## config.mk

```make
export PLATFORM = sky130hd
export DESIGN_NAME = univ_shift_reg
export DESIGN_NICKNAME = d
export VERILOG_FILES = /design/src/rtl/usr_pkg.sv /design/src/rtl/usr_shift_cnt.sv /design/src/rtl/univ_shift_reg.sv
export SDC_FILE = /design/constraint.sdc
export NUM_CORES = 1
export LEC_CHECK = 0
export ABC_AREA = 1
export CORE_MARGIN = 1.5
export CORE_UTILIZATION = 45
export CTS_BUF_LIST = sky130_fd_sc_hd__clkbuf_16
export DETAILED_ROUTE_END_ITERATION = 8
export PLACE_DENSITY = 0.79
export SYNTH_ARGS = -nofsm -noshare
export SYNTH_HDL_FRONTEND = slang
export SYNTH_HIERARCHICAL = 1
export SYNTH_SLANG_ARGS = --single-unit
export TNS_END_PERCENT = 50
```

## constraint.sdc

```tcl
create_clock -name clk -period 1.7 [get_ports clk]
set_input_delay 0.17 -clock clk [delete_from_list [all_inputs] [get_ports clk]]
set_output_delay 0.17 -clock clk [all_outputs]
set_load 0.02 [all_outputs]
```

## src/rtl/usr_pkg.sv

```systemverilog
// Shared mode encodings for the universal shift register.
// Optional parity output of the top is enabled by `define USR_PARITY_EN.
package usr_pkg;

   localparam int USR_MODE_W = 3;

   localparam logic [USR_MODE_W-1:0] USR_HOLD = 3'b000;
   localparam logic [USR_MODE_W-1:0] USR_SHR  = 3'b001;
   localparam logic [USR_MODE_W-1:0] USR_SHL  = 3'b010;
   localparam logic [USR_MODE_W-1:0] USR_ROR  = 3'b011;
   localparam logic [USR_MODE_W-1:0] USR_ROL  = 3'b100;
   localparam logic [USR_MODE_W-1:0] USR_LOAD = 3'b101;
   localparam logic [USR_MODE_W-1:0] USR_CLR  = 3'b110;
   localparam logic [USR_MODE_W-1:0] USR_ASR  = 3'b111;

endpackage

```

## src/rtl/usr_shift_cnt.sv

```systemverilog
// Saturating shift counter with registered done flag (done high while count == MAX).
// clr has priority over inc; the count never wraps past MAX.
module usr_shift_cnt #(
   parameter int MAX = 8,
   parameter int CW  = $clog2(MAX + 1)
) (
   input  logic          clk_i,
   input  logic          rst,
   input  logic          inc,
   input  logic          clr,
   output logic [CW-1:0] cnt,
   output logic          done
);

   logic [CW-1:0] r_cnt;
   logic          r_done;
   logic [CW-1:0] w_next_cnt;

   // Next count: clear, saturating increment, or hold
   always_comb begin
      w_next_cnt = r_cnt;
      if (clr) begin
         w_next_cnt = '0;
      end else if (inc && (r_cnt != CW'(MAX))) begin
         w_next_cnt = r_cnt + CW'(1);
      end else begin
         w_next_cnt = r_cnt;
      end
   end

   // Count and done registers; done tracks the value the count is about to take
   always_ff @(posedge clk_i or posedge rst) begin
      if (rst) begin
         r_cnt  <= '0;
         r_done <= 1'b0;
      end else begin
         r_cnt  <= w_next_cnt;
         r_done <= (w_next_cnt == CW'(MAX));
      end
   end

   assign cnt  = r_cnt;
   assign done = r_done;

endmodule

```

## src/rtl/univ_shift_reg.sv

```systemverilog
// Universal shift register: hold/shift/rotate/arith-shift/load/clear with shift counter.
// `define USR_PARITY_EN adds a registered even-parity output par.
module univ_shift_reg
   import usr_pkg::*;
#(
   parameter int               WIDTH     = 8,
   parameter logic [WIDTH-1:0] RESET_VAL = '0,
   parameter bit               NEG_EDGE  = 1'b1
) (
   input  logic                       clk,
   input  logic                       rst,
   input  logic                       en,
   input  logic [USR_MODE_W-1:0]      mode,
   input  logic [WIDTH-1:0]           d,
   input  logic                       sin_r,
   input  logic                       sin_l,
   output logic [WIDTH-1:0]           q,
   output logic                       sout_r,
   output logic                       sout_l,
   output logic [$clog2(WIDTH+1)-1:0] cnt,
   output logic                       done
`ifdef USR_PARITY_EN
   ,
   output logic                       par
`endif
);

   logic             w_clk_i;
   logic [WIDTH-1:0] r_q;
   logic [WIDTH-1:0] w_next_q;
   logic             w_inc;
   logic             w_clr;

   // Edge selection is done once here so every register below uses posedge
   assign w_clk_i = NEG_EDGE ? ~clk : clk;

   // Next-state data and counter controls for the selected operation
   always_comb begin
      w_next_q = r_q;
      w_inc    = 1'b0;
      w_clr    = 1'b0;
      if (en) begin
         case (mode)
            USR_HOLD: begin
               w_next_q = r_q;
            end
            USR_SHR: begin
               w_next_q = {sin_r, r_q[WIDTH-1:1]};
               w_inc    = 1'b1;
            end
            USR_SHL: begin
               w_next_q = {r_q[WIDTH-2:0], sin_l};
               w_inc    = 1'b1;
            end
            USR_ROR: begin
               w_next_q = {r_q[0], r_q[WIDTH-1:1]};
               w_inc    = 1'b1;
            end
            USR_ROL: begin
               w_next_q = {r_q[WIDTH-2:0], r_q[WIDTH-1]};
               w_inc    = 1'b1;
            end
            USR_LOAD: begin
               w_next_q = d;
               w_clr    = 1'b1;
            end
            USR_CLR: begin
               w_next_q = RESET_VAL;
               w_clr    = 1'b1;
            end
            USR_ASR: begin
               w_next_q = {r_q[WIDTH-1], r_q[WIDTH-1:1]};
               w_inc    = 1'b1;
            end
            default: begin
               w_next_q = r_q;
            end
         endcase
      end else begin
         w_next_q = r_q;
      end
   end

   // Data register
   always_ff @(posedge w_clk_i or posedge rst) begin
      if (rst) begin
         r_q <= RESET_VAL;
      end else begin
         r_q <= w_next_q;
      end
   end

   usr_shift_cnt #(
      .MAX (WIDTH)
   ) u_cnt (
      .clk_i (w_clk_i),
      .rst   (rst),
      .inc   (w_inc),
      .clr   (w_clr),
      .cnt   (cnt),
      .done  (done)
   );

`ifdef USR_PARITY_EN
   logic r_par;

   function automatic logic f_even_par(input logic [WIDTH-1:0] v);
      return ^v;
   endfunction

   // Parity is computed from next-state data so it lands on the same edge as q
   always_ff @(posedge w_clk_i or posedge rst) begin
      if (rst) begin
         r_par <= f_even_par(RESET_VAL);
      end else begin
         r_par <= f_even_par(w_next_q);
      end
   end

   assign par = r_par;
`endif

   assign q      = r_q;
   assign sout_r = r_q[0];
   assign sout_l = r_q[WIDTH-1];

endmodule

```

# ---- Yosys cells after proc, flatten, opt, wreduce, memory -nomap -nowiden
# Index checks and enable logic that the tools add are counted.
dict set report word_totals {
  reg_bits 13
  in_bits 16
  out_inout_bits 15
  wordCells 29
}
dict set report classes {
  n_addsub 1
  eq_ne 9
  mux 7
  bitwise_logic 2
  reduce_logical 6
}
# operator count
set ops {}
lappend ops {{$pmux W8 S7} 1}
lappend ops {{$eq A3 B3 Y1 const B} 4}
lappend ops {{$mux W4} 2}
lappend ops {{$eq A3 B2 Y1 const B} 2}
lappend ops {{$reduce_or A5 Y1} 1}
lappend ops {{$add A4 B1 Y4 const B} 1}
lappend ops {{$eq A4 B4 Y1 const B} 1}
lappend ops {{$mux W1} 4}
lappend ops {{$ne A4 B4 Y1 const B} 1}
lappend ops {{$eq A3 B1 Y1 const B} 1}
lappend ops {{$logic_not A3 Y1} 1}
lappend ops {{$reduce_and A3 Y1} 1}
lappend ops {{$not A1 Y1} 2}
lappend ops {{$reduce_and A2 Y1} 1}
lappend ops {{$reduce_or A2 Y1} 1}
lappend ops {{$logic_and A1 B1 Y1} 1}

# ---- Depth between registers and ports, before layout
# Gate-level depths: netlist of the first run.
dict set report logic_depth {
  depth_word 8
  mapped_depth 10
  depth_no_buf 10
}

# ---- Cells and area by module
# The synthesis of the first run kept the hierarchy.
# mod n_inst cells_per_inst area_per_inst_um2 seq_area_each_um2
set by_module_without_submodules {}
lappend by_module_without_submodules {univ_shift_reg 1 104 596.8 200.2}
lappend by_module_without_submodules {usr_shift_cnt 1 44 332.8 125.1}

==> results of run 1 <==
==> per-layer routing <==
layer	share of wire [%]	vias to the layer above
met5	0	-
met1	38	551
met3	5.3	14
met4	4.3	0
met2	52	52
li1	-	586
==> sequential cells by signal (all words and copies together), names as in the netlist <==
name        flops
q               8
u_cnt/cnt       4
u_cnt/done      1
==> metrics by stage <==
stage | power [mW] | setup TNS [ps] | hold WS [ps]
global route | 1.92 | -4160 | 631
global placement | 1.16 | -14320 | 572
CTS | 1.76 | -2870 | 610
floorplan | 0.828 | -1180 | 611
finish | 1.82 | -3130 | 609
detailed placement | 1.19 | -14980 | 576
==> kinds of logic (layout without fill, tap and decap cells) <==
group           count (synthesis)  count (layout)  synth area share, %
simple gates                  107             107                 49.8
buf+inv                        23              91                 10.9
flops                          13              13                 35.0
compound gates                  3               3                 1.61
fa+ha+maj                       2               2                 2.69
==> synthesized netlist by cell type <==
library cell  instances
nand3b_1              1
ha_1                  2
nand2_2               2
nand3_1               8
nand2_4               1
inv_1                16
o21ai_0               1
and3_1                1
nor2_1               28
nand4_1               2
nand2_1              58
dfrtn_1               8
nand3_4               1
dfrtp_1               5
nor2_2                2
inv_2                 4
nand3_2               1
buf_6                 1
buf_4                 2
nor3_1                2
a21oi_1               2
==> worst max path at each step <==
stage	startpoint	to	slack, ps	cells past startpoint
global route	mode[2]	u_cnt/done$_DFF_PP0_	-270	11
detailed placement	mode[2]	u_cnt/done$_DFF_PP0_	-900	8
CTS	q[0]$_DFFE_NP0P_	sout_r	-200	1
finish	mode[2]	u_cnt/done$_DFF_PP0_	-220	11
floorplan	mode[2]	u_cnt/done$_DFF_PP0_	-170	10
global placement	mode[2]	u_cnt/done$_DFF_PP0_	-810	8
==> power groups by stage <==
stage / Sequential, mW / Combinational (mW) / Clock, mW
after floorplan: 0.533 / 0.272 / 0.0219
after global placement: 0.419 / 0.718 / 0.0219
after detailed placement: 0.421 / 0.745 / 0.0219
after CTS: 0.427 / 0.828 / 0.502
after global routing: 0.436 / 0.946 / 0.537
final: 0.430 / 0.882 / 0.504
==> placed cells by master, fill, tap and decap left out, types with 2 or more instances in the layout <==
cell type and instances:
nand2_1 48, buf_4 34, nor2_1 25, inv_1 19, buf_6 14, clkdlybuf4s50_1 11
nand2_2 8, dfrtn_1 8, nand3_1 6, nand2_4 5, dfrtp_1 5, inv_2 4
nor2_2 3, clkbuf_16 3, nand3_2 3, nor2_4 2, nand4_1 2, nor3_1 2
buf_2 2, ha_1 2
==> final cells by class <==
cell class / count / area share (%)
Multi-Input combinational cell: 112 / 35.3
Timing Repair Buffer: 63 / 33.0
Sequential cell: 13 / 19.3
Inverter: 19 / 4.60
Clock buffer: 3 / 4.45
Tap cell: 27 / 2.00
Clock inverter: 6 / 1.34
==> timing repair <==
item                                    CTS  global route
pin swaps                                10             5
buffers inserted                          9             2
resized for setup                       115            11
endpoints found under the setup margin   28            28
hold endpoints to repair                  0             0
==> worst max-delay path: cells and delay by family <==
family	cells	cell delay [ps]
buffers and inverters	3	290
AOI/OAI and AO/OA	1	200
and+or+nand+nor	7	670
==> flow_summary.toml, run 1 <==
[global_route]
gr-max-usage-layer = "met2"
antenna_found_initial = 0
grt_use_met3_pct = 5.56
grt_use_met2_pct = 55.6
grtUsageTotal_pct = 29.7
grt_pass1_vias = 1148
grt_pass1_wl_um = 5280
grt_max_degree = 14
grtUsageMet1_pct = 32.5
gr-total-overflow = 0

[setup_path]
path_class = "input pin to flop"
cp_data_arrival_time_ps = 1310
cpPeakStageDelay_ps = 200
ff2ff_path_depth = 10
required_ps = 1090
crit_chain = "buf_8 > clkinvlp_4 > nand2_2 > nand2_4 > a21oi_4 > nand2_4 > nand2_1 > nand2_1 > inv_2 > nand3_2 > nor2_2"
crit_fanout = 5
rrSetupSlack_ps = -20
crit_slowest_cell = "a21oi_4"
endpoint_kind = "flop"
reg2reg_to = "u_cnt/done$_DFF_PP0_"
r2r-start = "u_cnt/cnt[0]$_DFF_PP0_"
start_kind = "input pin"

[floorplan]
core-area_um2 = 1960
die_w_um = 48.5
die_area_um2 = 2350
std_cell_rows = 16
pin_count = 31
die_h_um = 48.5
start_util_pct = 47.4

[status]
status = "finished with violations"
violations = "negative setup slack"

[power_and_ir_drop]
power.leakage_nw = 0.922
p_clk_share_pct = 27.7
pwr-share-seq_pct = 23.7
intPower_mw = 1.13
ir_worst_vdd_mv = 1.28
power_density_nw_per_um2 = 1080
netSwitchingFraction_pct = 37.8
power.switching_mw = 0.686
combinationalPowerShare_pct = 48.6

[sta]
finalHoldViolations = 0
setup_slack_ps = -221
drv_slew = 0
skew_ps = 12.5
rsz0062_at_grt = "true"
tightest_slew_ps = 335
finalSetupViolations = 24
slew_headroom_pct = 77.6

[run]
maxCapViolCount = 0

[finish]
seq_area_um2 = 325
finalNetCount = 235
postLayoutCoreUtil_pct = 85.9
diodes = 0
fillers = 121
multi_input_area_um2 = 594
drive_gt1_share_pct = 39.4
fin_cells = 243
design_area_um2 = 1690
area_growth_pct = 81.3

[clock_network]
ctsLongestPathBuffers = 2
hold_buffers = 0
clock_sinks = 13
clock-root-buffer = "clkbuf_16"
clk_pin_slew_ps = 40
cts_inserted_buffers = 3
clock_latency_ps = 330
tritoncts = "done"
cts_htree_levels = 1

[yosys]
ys_ff_latch = 13
syn-cell-area_um2 = 930
synth.area.top_cells = "nand2_1, dfrtn_1, dfrtp_1, nor2_1, inv_1"
ys_types = 21
yosys_warnings = 6
synth.top_cell.area_share_pct = 23.4
syn_avg_cell_area_um2 = 6.28
yosys.area.top_type = "nand2_1"
synthCells = 148
synth_nets = 166
ys_seq_area_share_pct = 35.0

[placed_design]
place_congestion = 0.901
dp.cells = 224
hpwl_um = 2130
pre_cts_slack_ps = -904
place_area_um2 = 1430
io_buffers = 30

[drt]
drt_iter0_drc = 41
drt.antenna.violating_nets = 0
first_pass_iters = 4
remaining_drc_errors = 0
via_per_inst = 4.95
vias = 1203
wirelength_um = 3270
routedWlPerCell_um = 13.4

[worst_hold_path]
worstHoldStart = "q[1]$_DFFE_NP0P_"
whs_path_depth = 3
whs_endpoint = "q[1]$_DFFE_NP0P_"
hold_class = "flop to flop"
Note: power is estimated with default switching activity, not from simulation.
==> run 2, diff against run 1 <==
CAP_MARGIN = 20   (was not set)
CELL_PAD_IN_SITES_DETAIL_PLACEMENT = 1   (was not set)
CELL_PAD_IN_SITES_GLOBAL_PLACEMENT = 1   (was not set)
CORE_UTILIZATION = 30   (was 45)
PLACE_DENSITY = not set   (was 0.79)
PLACE_DENSITY_LB_ADDON = 0.1   (was not set)
TNS_END_PERCENT = 1   (was 50)
==> run 2 against run 1 <==
The run still ends with negative setup slack left. Non-clock buffer count shrank 10. Setup slack improved by 29 ps. Power shrank 2.7%. Critical endpoint is now sout_r. Core utilization fell by 33 points.
==> flow_summary.toml, run 2 (same netlist as run 1, synthesis figures left out) <==
[setup_path]
start_kind = "flop"
required_ps = 1530
crit_fanout = 3
crit_chain = "buf_4"
critical_path_buf_inv_count = 1
cp_data_arrival_time_ps = 1720
endpoint_kind = "primary output"
cp_top_family = "flip-flops"
cpPeakStageDelay_ps = 440
path_class = "flop to primary output"
crit_slowest_cell = "dfrtn_1"

[worst_hold_path]
hold_class = "flop to flop"

[clock_network]
clock_latency_ps = 320
cts_inserted_buffers = 3
cts_htree_levels = 1
clock-root-buffer = "clkbuf_16"
clk_pin_slew_ps = 40
tritoncts = "done"
clock_sinks = 13
ctsLongestPathBuffers = 2

[finish]
area_growth_pct = 71.9
largest_reg_flops = 8
fin_cells = 239
diodes = 0
final_common_cell = "nand2_1"
final_cell_mix = "nand2_1, buf_4, nor2_1"
finalNetCount = 225
drive_gt1_share_pct = 37.4

[global_route]
grt_pass1_wl_um = 5040
grtUsageTotal_pct = 18.8
gr-total-overflow = 0
gr-max-usage-layer = "met2"
grt_use_met3_pct = 1.98
grt_use_met2_pct = 35.3
antenna_found_initial = 0
grtUsageMet1_pct = 23.0
grt_max_degree = 14
grt_pass1_vias = 1161

[power_and_ir_drop]
power.switching_mw = 0.631
p_clk_share_pct = 33.1
pwr-share-seq_pct = 23.7
power.leakage_nw = 0.869
netSwitchingFraction_pct = 35.7
power_density_nw_per_um2 = 1110
ir_worst_vdd_mv = 0.762
intPower_mw = 1.14
combinationalPowerShare_pct = 43.2

[placed_design]
hpwl_um = 2210
dp.cells = 225
place_congestion = 0.767
io_buffers = 30
pre_cts_slack_ps = -884

[sta]
finalSetupViolations = 21
slew_headroom_pct = 77.3
finalHoldViolations = 0
rsz0062_at_grt = "true"
skew_ps = 5.78
tightest_slew_ps = 341
drv_slew = 0
setup_tns_ps = -2640
setup_slack_ps = -192

[floorplan]
core-area_um2 = 3000
std_cell_rows = 20
die_h_um = 58.7
die_w_um = 58.7
start_util_pct = 31.0
die_area_um2 = 3440
pin_count = 31

[drt]
remaining_drc_errors = 0
first_pass_iters = 4
wirelength_um = 2900
via_per_inst = 4.62
routedWlPerCell_um = 12.1
vias = 1105
drt.antenna.violating_nets = 0
drt_iter0_drc = 24

[status]
status = "finished with violations"
violations = "negative setup slack"

[run]
maxCapViolCount = 0
run 2: changes by cell type in the layout (fill, tap and decap cells not counted), moves of 2 or more:
| cell | previous run | this run |
|---|---|---|
| buf_4 | 34 | 28 |
| nand2_1 | 48 | 50 |
| buf_6 | 14 | 6 |
| nor2_1 | 25 | 23 |
| nand2_2 | 8 | 6 |
| nor2_2 | 3 | 5 |
| buf_2 | 2 | 7 |
run 2: through the flow:
stage                     hold slack (ps)  cell area, µm²  util, %  power, mW
after global placement                565            1400     46.6       1.16
final                                 601            1600     53.2       1.77
after global routing                  632            1600     53.2       1.90
after CTS                             603            1530     50.9       1.75
after floorplan                       611             957        -      0.827
after detailed placement              580            1400     46.6       1.18
run 2: routing by layer:
layer	wire length (µm)	share of wire [%]	vias to the layer above
met3	71	2.4	2
met1	1270	44	527
met5	0	0	-
met4	14	0.48	0
li1	-	-	561
met2	1550	53	15
run 2: worst paths after layout:
kind / from / endpoint / slack [ps] / cells past startpoint
max: q[0]$_DFFE_NP0P_ / sout_r / -190 / 1
min: q[5]$_DFFE_NP0P_ / q[5]$_DFFE_NP0P_ / 600 / 3
max reg2reg: u_cnt/cnt[0]$_DFF_PP0_ / u_cnt/done$_DFF_PP0_ / 280 / 10
min reg2reg: q[5]$_DFFE_NP0P_ / q[5]$_DFFE_NP0P_ / 600 / 3
max in group asynchronous: rst / q[7]$_DFFE_NP0P_ / 480 / 2
min in group asynchronous: rst / q[6]$_DFFE_NP0P_ / 940 / 2
run 2: repair_timing:
action | in CTS | in global routing
hold buffers | 0 | 0
resized for setup | 102 | 12
pin swaps | 5 | 7
setup buffers | 2 | 4
setup endpoints to repair | 28 | 28
run 2: final cells by class:
class                      instances  area, µm²
clock buffer                       4        100
clock inverter                     5       18.8
fill                             389       1410
inverter                          19       80.1
multi-input combinational        112        601
sequential                        13        325
tap                               33       41.3
timing repair buffer              53        432
run 2: power by group through the flow:
stage / clock, mW / sequential, mW / combinational [mW]
floorplan: 0.0219 / 0.533 / 0.272
global placement: 0.0219 / 0.416 / 0.721
detailed placement: 0.0219 / 0.420 / 0.738
CTS: 0.594 / 0.421 / 0.740
global route: 0.626 / 0.427 / 0.848
finish: 0.585 / 0.420 / 0.763
